File: src/rtl/regfile_write_arbiter.sv
// regfile_write_arbiter
//   Shares the register file's single write port between two writers: A (execute-stage
//   writeback) and B (I/O load unit). Each writer feeds a one-entry holding buffer through
//   a valid/ready handshake, and full buffers are served round-robin. Writes to the
//   read-only low addresses are consumed and then dropped, with a one-cycle error pulse.
//
// Ports
//   clock, reset_n                  rising-edge clock, asynchronous active-low reset
//   a_valid/a_ready/a_addr/a_data   requester A handshake and payload
//   b_valid/b_ready/b_addr/b_data   requester B handshake and payload
//   we, wr_addr, wr_data            registered register-file write port
//   pending[N-1:0]                  per-address "write in flight" mask for hazard detection
//   drop_err                        one-cycle pulse after a read-only write is rejected
//   stall_cnt                       saturating count of edges where both buffers are full
module regfile_write_arbiter #(
    parameter int unsigned BUS_WIDTH       = 8,
    parameter int unsigned ADDR_WIDTH      = 3,
    parameter int unsigned FIRST_WRITABLE  = 4,
    parameter int unsigned STALL_CNT_WIDTH = 8
) (
    input  logic                         clock,
    input  logic                         reset_n,
    input  logic                         a_valid,
    output logic                         a_ready,
    input  logic [ADDR_WIDTH-1:0]        a_addr,
    input  logic [BUS_WIDTH-1:0]         a_data,
    input  logic                         b_valid,
    output logic                         b_ready,
    input  logic [ADDR_WIDTH-1:0]        b_addr,
    input  logic [BUS_WIDTH-1:0]         b_data,
    output logic                         we,
    output logic [ADDR_WIDTH-1:0]        wr_addr,
    output logic [BUS_WIDTH-1:0]         wr_data,
    output logic [(2**ADDR_WIDTH)-1:0]   pending,
    output logic                         drop_err,
    output logic [STALL_CNT_WIDTH-1:0]   stall_cnt
);

    localparam int unsigned N = 2 ** ADDR_WIDTH;
    localparam logic [ADDR_WIDTH-1:0] FirstWr = ADDR_WIDTH'(FIRST_WRITABLE);

    // Round-robin pointer: which requester wins when both buffers are full.
    typedef enum logic {PrioA, PrioB} prio_e;

    prio_e                        prio_q, prio_d;
    logic                         hold_a_full_q, hold_a_full_d;
    logic [ADDR_WIDTH-1:0]        hold_a_addr_q, hold_a_addr_d;
    logic [BUS_WIDTH-1:0]         hold_a_data_q, hold_a_data_d;
    logic                         hold_b_full_q, hold_b_full_d;
    logic [ADDR_WIDTH-1:0]        hold_b_addr_q, hold_b_addr_d;
    logic [BUS_WIDTH-1:0]         hold_b_data_q, hold_b_data_d;
    logic                         we_q, we_d;
    logic [ADDR_WIDTH-1:0]        wr_addr_q, wr_addr_d;
    logic [BUS_WIDTH-1:0]         wr_data_q, wr_data_d;
    logic                         drop_err_q, drop_err_d;
    logic [STALL_CNT_WIDTH-1:0]   stall_cnt_q, stall_cnt_d;

    logic grant_a, grant_b;
    logic acc_a, acc_b;
    logic wr_ok_a, wr_ok_b;

    // Grants and readiness come from registered state only, so ready never
    // combinationally depends on the requester's valid or payload.
    always_comb begin
        grant_a = hold_a_full_q && (!hold_b_full_q || (prio_q == PrioA));
        grant_b = hold_b_full_q && (!hold_a_full_q || (prio_q == PrioB));
        a_ready = !hold_a_full_q || grant_a;
        b_ready = !hold_b_full_q || grant_b;
        acc_a   = a_valid && a_ready;
        acc_b   = b_valid && b_ready;
        wr_ok_a = (a_addr >= FirstWr);
        wr_ok_b = (b_addr >= FirstWr);
    end

    always_comb begin
        hold_a_full_d = hold_a_full_q && !grant_a;
        hold_a_addr_d = hold_a_addr_q;
        hold_a_data_d = hold_a_data_q;
        hold_b_full_d = hold_b_full_q && !grant_b;
        hold_b_addr_d = hold_b_addr_q;
        hold_b_data_d = hold_b_data_q;
        we_d          = 1'b0;
        wr_addr_d     = wr_addr_q;
        wr_data_d     = wr_data_q;
        prio_d        = prio_q;
        drop_err_d    = (acc_a && !wr_ok_a) || (acc_b && !wr_ok_b);
        stall_cnt_d   = stall_cnt_q;

        // A buffer draining this edge can be refilled at the same edge.
        if (acc_a && wr_ok_a) begin
            hold_a_full_d = 1'b1;
            hold_a_addr_d = a_addr;
            hold_a_data_d = a_data;
        end
        if (acc_b && wr_ok_b) begin
            hold_b_full_d = 1'b1;
            hold_b_addr_d = b_addr;
            hold_b_data_d = b_data;
        end

        if (grant_a) begin
            we_d      = 1'b1;
            wr_addr_d = hold_a_addr_q;
            wr_data_d = hold_a_data_q;
            prio_d    = PrioB;
        end else if (grant_b) begin
            we_d      = 1'b1;
            wr_addr_d = hold_b_addr_q;
            wr_data_d = hold_b_data_q;
            prio_d    = PrioA;
        end

        if (hold_a_full_q && hold_b_full_q && (stall_cnt_q != '1)) begin
            stall_cnt_d = stall_cnt_q + 1'b1;
        end
    end

    always_ff @(posedge clock or negedge reset_n) begin
        if (!reset_n) begin
            prio_q        <= PrioA;
            hold_a_full_q <= 1'b0;
            hold_a_addr_q <= '0;
            hold_a_data_q <= '0;
            hold_b_full_q <= 1'b0;
            hold_b_addr_q <= '0;
            hold_b_data_q <= '0;
            we_q          <= 1'b0;
            wr_addr_q     <= '0;
            wr_data_q     <= '0;
            drop_err_q    <= 1'b0;
            stall_cnt_q   <= '0;
        end else begin
            prio_q        <= prio_d;
            hold_a_full_q <= hold_a_full_d;
            hold_a_addr_q <= hold_a_addr_d;
            hold_a_data_q <= hold_a_data_d;
            hold_b_full_q <= hold_b_full_d;
            hold_b_addr_q <= hold_b_addr_d;
            hold_b_data_q <= hold_b_data_d;
            we_q          <= we_d;
            wr_addr_q     <= wr_addr_d;
            wr_data_q     <= wr_data_d;
            drop_err_q    <= drop_err_d;
            stall_cnt_q   <= stall_cnt_d;
        end
    end

    always_comb begin
        pending = '0;
        for (int i = 0; i < N; i++) begin
            pending[i] = (hold_a_full_q && (hold_a_addr_q == ADDR_WIDTH'(i)))
                       | (hold_b_full_q && (hold_b_addr_q == ADDR_WIDTH'(i)))
                       | (we_q && (wr_addr_q == ADDR_WIDTH'(i)));
        end
    end

    assign we        = we_q;
    assign wr_addr   = wr_addr_q;
    assign wr_data   = wr_data_q;
    assign drop_err  = drop_err_q;
    assign stall_cnt = stall_cnt_q;

endmodule
File: config.mk
export PLATFORM = sky130hd
export DESIGN_NAME = regfile_write_arbiter
export DESIGN_NICKNAME = d
export VERILOG_FILES = /design/src/rtl/regfile_write_arbiter.sv
export SDC_FILE = /design/constraint.sdc
export NUM_CORES = 1
export LEC_CHECK = 0
export ABC_CLOCK_PERIOD_IN_PS = 1680
export BUFFER_PORTS_ARGS = -buffer_cell sky130_fd_sc_hd__buf_2
export CAP_MARGIN = 20
export CORE_ASPECT_RATIO = 0.75
export CORE_MARGIN = 2
export CORE_UTILIZATION = 45
export CTS_BUF_LIST = sky130_fd_sc_hd__clkbuf_4 sky130_fd_sc_hd__clkbuf_8 sky130_fd_sc_hd__clkbuf_16
export CTS_CLUSTER_DIAMETER = 100
export DETAILED_ROUTE_END_ITERATION = 10
export PLACE_DENSITY = 0.74
export SLEW_MARGIN = 20
export SYNTH_ARGS = -nofsm -noshare
export SYNTH_HDL_FRONTEND = slang
export SYNTH_SLANG_ARGS = --single-unit
File: constraint.sdc
create_clock -name clock -period 1.68 [get_ports clock]
set_input_delay 0.504 -clock clock [delete_from_list [all_inputs] [get_ports clock]]
set_output_delay 0.504 -clock clock [all_outputs]
set_load 0.1 [all_outputs]
---- Yosys cells after proc, flatten, opt, wreduce, memory -nomap -nowiden ----
Index checks and enable logic that the tools add are counted.
operators by class
  add/subtract/negate cells ............... 1
  multipliers ............................. 0
  div/mod/pow operators ................... 0
  magnitude comparators ................... 2
  eq/ne operators ......................... 22
  shift-type cells ........................ 0
  multiplexer cells ....................... 10
  bitwise operators ....................... 17
  reductions and logical operators ........ 51
operators by type and width
  cell                 count
  $eq 3x3->1 const B   12
  $logic_and 1x1->1    36
  $eq 3x2->1 const B   6
  $mux 8               2
  $or 1x1->1           16
  $eq 3x1->1 const B   3
  $logic_not 3->1      3
  $add 8x1->8 const B  1
  $ne 8x8->1 const B   1
  $ge 3x3->1 const B   2
  $logic_not 1->1      6
  $mux 1               6
  $mux 3               2
  $logic_or 1x1->1     5
  $reduce_bool 2->1    1
  $not 1->1            1
storage, ports and cells
  bits in registers ....................... 46
  latch bits .............................. 0
  memory bits (writable) .................. 0
  memory bits (read-only) ................. 0
  bits of input ports ..................... 26
  output and inout port bits .............. 31
  logic and storage cells ................. 115
  memories kept ........................... 0

---- Logic depth before layout (Yosys ltp) ----
Gate-level depths: netlist of the first run.
  depth after elaboration ................. 7
  gate-level depth with buffers ........... 5
  mapped depth without buffers ............ 4

---- Least setup slack after synthesis of the first run ----
Ideal clock, no wire load.
  kind .................................... reg2out
  start ................................... reg hold_a_full_q
  end ..................................... out pending[2]
  arrival ................................. 4.229 ns
  required time ........................... 1.176 ns
  slack ................................... -3.053 ns
  cell stages (with the launch flop) ...... 5
  buffers on the path ..................... 2
  path through ............................ dfrtp_1 -> buf_4 -> buf_4 -> nand2_1 -> o311ai_0
on the way
  word-level cells in the longest chain between the ends .. 3
RTL lines
  what                    line  text
  from (decl)             46    logic hold_a_full_q, hold_a_full_d;
  from (signal assigned)  134   hold_a_full_q <= hold_a_full_d;
  $logic_and 1x1->1       151   pending[i] = (hold_a_full_q && (hold_a_addr_q == ADDR_WIDTH'(i)))
  $or 1x1->1              152   | (hold_b_full_q && (hold_b_addr_q == ADDR_WIDTH'(i)))
  $or 1x1->1              153   | (we_q && (wr_addr_q == ADDR_WIDTH'(i)));
  to (decl)               34    output logic [(2**ADDR_WIDTH)-1:0] pending,
Every way passes these cells.

---- Worst setup path in the final report of the first run ----
  start ................................... reg wr_addr_q[0], in the netlist wr_addr[0]
  end ..................................... out pending[2]
on the way
  word-level cells in the longest chain between the ends .. 3
RTL lines
  what                    line  text
  from (decl)             53    logic [ADDR_WIDTH-1:0] wr_addr_q, wr_addr_d;
  from (signal assigned)  141   wr_addr_q <= wr_addr_d;
  $eq 3x2->1              153
  $logic_and 1x1->1       153
  $or 1x1->1              153
Every way passes these cells.

==> results.ini, run 1 <==
[outcome]
status=finished with violations
violations=negative setup slack

[pwr]
irDropWorstVdd_uv=797
power_density_nw_per_um2=1410
fin_total_pwr_mw=5.06
p_leak_nw=1.62

[timing]
rsz0062_at_grt=true
report.final.setup_viol=10
hold_viol_final=0
post-route-min-period_ns=2.03
skew_ns=0.00899
final.period_utilization=1.21
drv_slew=0
setup_slack_ns=-0.345
fin_tns_setup_ns=-2.52
maxSlewHeadroom=0.674
tightest_slew_ns=0.492
fmax_ghz=0.494

[die]
row_count=22
io_pins=57
die_h_um=65.7
start_util=0.466
die_w_um=86.2
core_sq_um=4900
dieArea_sq_um=5660

[synth]
synth_ff_type=dfrtp_1
synth_top_cells_by_area=dfrtp_1 (50%), mux2_2 (10%), o221a_2 (4.9%)
synth_seq_cells=46
synthCells=196
synth-async-reset-ratio=1.00
synth_edf_count=0
synth.most_common_cell=dfrtp_1
syn_area_per_cell_sq_um=11.6
yosysSeqAreaShare=0.504
synth.net_count=223
ys_types=45
synth_top_area_cell=dfrtp_1
synth_area_sq_um=2280
yosys.area.top_type_share=0.504
synth_common_cells=dfrtp_1 (46), mux2_2 (21), nor2b_1 (14)
yosys_warnings=0

[global_routing]
grt_pass1_vias=1908
gr-usage-all-layers=0.204
antenna_found_initial=0
grt_start_max_net_pins=47
grt_pass1_wl_um=9010
overflow=0

[placed_design]
io_buffers=56
gp_congestion=0.878
numPlacedInstances=325
place_ws_ns=-0.0349
hpwl_um=3820

[finish]
final_cells=347
post-route-util=0.730
drive_gt1_frac=0.641
antennaDiodeCount=0
fin_nets=313
area_growth_pct=56.7

[drt]
drcViolationCount=0
firstDrtPassIters=4
viasPerCell=5.52
detail_route.wl_per_cell_um=17.0
vias=1917
wl_um=5880
antenna_left=0
drt_iter0_markers=145

[worst_setup_path]
crit_arrival_ns=1.52
worstSetupStartpointType=register
required_ns=1.18
cp-end-kind=output port
cp_max_fo=4
critical_path_class=register to output port

[clock_tree]
clk_pin_slew_ns=0.09
clk_latency_ns=0.30
cts.sink_count=46
cts_tree=built
cts-root-buf=clkbuf_8
h-tree-depth=2
clockBufferDepth=2
cts_buffers=5

[flow_run]
cap_viol_max_count=0

[hold_path]
hold_path_class=primary input to async pin

## routing by layer
layer | routed length [um] | vias to the layer above | track usage
met5 | 0 | - | 0
met4 | 62 | 0 | 0.0547
met3 | 325 | 6 | 0.0477
met2 | 2870 | 63 | 0.353
met1 | 2630 | 942 | 0.259
li1 | - | 906 | -
## per-stage QoR
step                hold slack (ns)  instance area (sq um)
floorplan                     0.208                   2510
global placement              0.486                   3240
finish                        0.167                   3580
global route                  0.186                   3580
CTS                           0.175                   3440
detailed placement            0.491                   3240
## cells by family after synthesis
group	after synthesis	synth area share
mux	24	0.118
compound gates	39	0.150
simple gates	66	0.169
flops	46	0.504
xor+xnor	3	0.0115
fa+ha+maj	1	0.00548
buf+inv	17	0.0422
## layout make-up
type	count	area, sq um
fill	323	1320
multi-input combinational	133	1260
clock inverter	3	18.8
clock buffer	5	68.8
tap	60	75.1
timing repair buffer	95	948
inverter	5	18.8
sequential	46	1190
## sequential cells by signal (all words and copies together) (netlist names)
name / cells
hold_b_data_q: 8
drop_err: 1
prio_q: 1
wr_addr: 3
hold_a_full_q: 1
hold_a_addr_q: 3
we: 1
hold_b_addr_q: 3
hold_b_full_q: 1
stall_cnt: 8
hold_a_data_q: 8
wr_data: 8
## cell usage in the layout, fill, tap and decap left out, drive strengths merged, types with 3 or more instances in the layout
cell / n
mux2: 23
nand3: 12
nor2b: 16
clkbuf: 8
buf: 92
dfrtp: 46
a211o: 10
nand2: 11
nand4: 6
inv: 6
o221a: 10
o211ai: 3
or2: 3
nand2b: 5
nor2: 4
## timing repair
action / in CTS / in global routing
setup buffers: 5 / 10
resized for setup: 19 / 12
setup endpoints to repair: 10 / 12
gates cloned: 0 / 2
hold buffers: 0 / 0
pin swaps: 9 / 6
## worst paths after layout
| kind | startpoint | cells past startpoint | to | slack [ns] |
|---|---|---|---|---|
| min reg2reg | stall_cnt[7] | 1 | stall_cnt[7] | 0.51 |
| max reg2reg | hold_a_full_q | 6 | hold_b_data_q[6] | 0.02 |
| min in group clock | a_data[6] | 2 | hold_a_data_q[6] | 0.42 |
| max in group asynchronous | reset_n | 2 | wr_addr[2] | 1.28 |
| min | reset_n | 2 | hold_b_data_q[0] | 0.17 |
| max | wr_addr[0] | 3 | pending[2] | -0.35 |
## critical path, cell delays in order, from the launching register on
cell and delay (ns):
dfrtp_4 0.51, or3_4 0.40, o311ai_4 0.10, buf_12 0.21
## where the power goes
| part | leakage [nW] | internal [mW] | total [mW] | switching [mW] |
|---|---|---|---|---|
| Combinational | 1.05 | 1.03 | 2.71 | 1.68 |
| Clock | 0.0483 | 0.293 | 0.688 | 0.394 |
| Sequential | 0.527 | 1.37 | 1.66 | 0.282 |
| Total | 1.62 | 2.70 | 5.06 | 2.36 |
Note: power is estimated with default switching activity, not from simulation.
==> inputs of run 2 (changes only) <==
--- a/config.mk
+++ b/config.mk
@@ -15,6 +15,8 @@
 export CTS_CLUSTER_DIAMETER = 100
 export DETAILED_ROUTE_END_ITERATION = 10
 export PLACE_DENSITY = 0.74
+export RECOVER_POWER = 50
+export SKIP_CTS_REPAIR_TIMING = 1
 export SLEW_MARGIN = 20
 export SYNTH_ARGS = -nofsm -noshare
 export SYNTH_HDL_FRONTEND = slang
==> run 2 against run 1 <==
  * The run still ends with negative setup slack left
  * Sequential share of layout area is 0.98 points higher
  * Worst setup slack worse by 0.012 ns
  * Hold slack better by 0.25 ns
  * Maximum frequency decreased by 0.57%
  * Via count down 1.8%
  * Routed wire length down 3.7%
  * Sequential cell count is the same
  * Critical path depth is 2 higher
  * Clock-buffer cell count did not move
  * Largest cell class unchanged
  * Highest routed layer unchanged
==> results.ini, run 2 (same netlist as run 1, synthesis figures left out) <==
[worst_setup_path]
r2r-end=wr_addr[2]
cp.depth=5
ff2ff_path_depth=5
cp_max_fo=4
critical_path_class=register to output port
path_cells=buf_4 -> nor2b_4 -> a22oi_2 -> nand2_4 -> buf_12
worstSetupStartpointType=register
cp-end-kind=output port
r2r_slack_ns=0.09
cp-startpoint=wr_addr[0]
r2r-start=hold_a_full_q
crit_end=pending[1]
required_ns=1.18
slowest_stage=dfrtp_4
path_buf_inv=2
crit_family=flip-flops
crit_arrival_ns=1.53
crit_path_max_incr_delay_ns=0.50

[finish]
num-fill-cells=351
final_common_cell=buf_2
fin_nets=307
final_cells=341
final_cell_mix=buf_2 (37), dfrtp_1 (31), buf_4 (26)
antennaDiodeCount=0
stdcell_area_sq_um=3470
post-route-util=0.709
area_growth_pct=52.2
drive_gt1_frac=0.623

[drt]
vias=1883
viasPerCell=5.52
detail_route.wl_per_cell_um=16.6
wl_um=5660
drcViolationCount=0
firstDrtPassIters=4
antenna_left=0
drt_iter0_markers=164

[timing]
post-route-min-period_ns=2.04
hold_viol_final=0
fmax_ghz=0.491
skew_ns=0.00472
final.period_utilization=1.21
report.final.setup_viol=10
setup_slack_ns=-0.357
rsz0062_at_grt=true
maxSlewHeadroom=0.251
tightest_slew_ns=1.12
drv_slew=0

[outcome]
status=finished with violations
violations=negative setup slack

[global_routing]
grt_start_max_net_pins=47
grt_pass1_vias=1831
antenna_found_initial=0
overflow=0
grt_pass1_wl_um=8630
gr-usage-all-layers=0.195

[die]
core_sq_um=4900
row_count=22
io_pins=57
start_util=0.466
dieArea_sq_um=5660
die_h_um=65.7
die_w_um=86.2

[pwr]
p_leak_nw=1.57
irDropWorstVdd_uv=771
p_int_mw=2.63
p_sw_mw=2.33
power_density_nw_per_um2=1430
comb_power_share=0.530
swShare=0.469
seq_power_share=0.332
clkPwrFrac=0.138
fin_total_pwr_mw=4.96

[clock_tree]
clockBufferDepth=2
cts-root-buf=clkbuf_8
cts_tree=built
cts.sink_count=46
cts_buffers=5
h-tree-depth=2
clk_pin_slew_ns=0.08
clk_latency_ns=0.30

[placed_design]
place_area_sq_um=3240
gp_congestion=0.878
hpwl_um=3820
numPlacedInstances=325
io_buffers=56

[hold_path]
hold_path_class=primary input to register
hold_path.startpoint=a_data[6]

[flow_run]
cap_viol_max_count=0

run 2: cell type report:
cell class / count / area, sq um / area share
Multi-Input combinational cell: 133 / 1240 / 0.356
Sequential cell: 46 / 1190 / 0.343
Timing Repair Buffer: 89 / 866 / 0.249
Tap cell: 60 / 75.1 / 0.0216
Clock buffer: 5 / 68.8 / 0.0198
Clock inverter: 3 / 18.8 / 0.00540
Inverter: 5 / 18.8 / 0.00540
run 2: power groups by stage:
stage / combinational (mW) / clock (mW) / sequential, mW
finish: 2.63 / 0.686 / 1.65
global route: 2.73 / 0.744 / 1.68
CTS: 2.57 / 0.699 / 1.63
detailed placement: 2.57 / 0 / 1.65
global placement: 2.53 / 0 / 1.64
floorplan: 0.860 / 0 / 2.55
run 2: worst min-delay path by stage:
stage / endpoint / slack (ns) / depth (start not counted)
6_report: hold_a_data_q[6] / 0.42 / 2
5_1_grt: hold_a_data_q[6] / 0.41 / 2
4_1_cts: wr_data[2] / 0.17 / 2
3_5_place_dp: stall_cnt[7] / 0.49 / 1
3_3_place_gp: stall_cnt[7] / 0.49 / 1
2_1_floorplan: drop_err / 0.21 / 0
run 2: worst register-to-register path: stages (launching register included):
cell      delay [ns]
dfrtp_2         0.48
buf_12          0.16
buf_4           0.13
nand2b_1        0.11
nand2_1         0.27
o221a_2         0.34
run 2: per-stage QoR:
step	TNS [ns]	hold slack, ns	worst slack [ns]
finish	-2.56	0.417	-0.357
global route	-3.03	0.411	-0.392
CTS	-3.01	0.175	-0.361
detailed placement	-0.0866	0.491	-0.0349
global placement	-0.00564	0.486	-0.00564
floorplan	-7.67	0.208	-0.501
run 2: layer usage:
layer  share of wire  global-route usage  up-vias
met1            0.44               0.252      922
li1                -                   -      894
met4           0.014              0.0527        0
met3           0.054              0.0440        8
met5               0                   0        -
met2            0.49               0.332       59
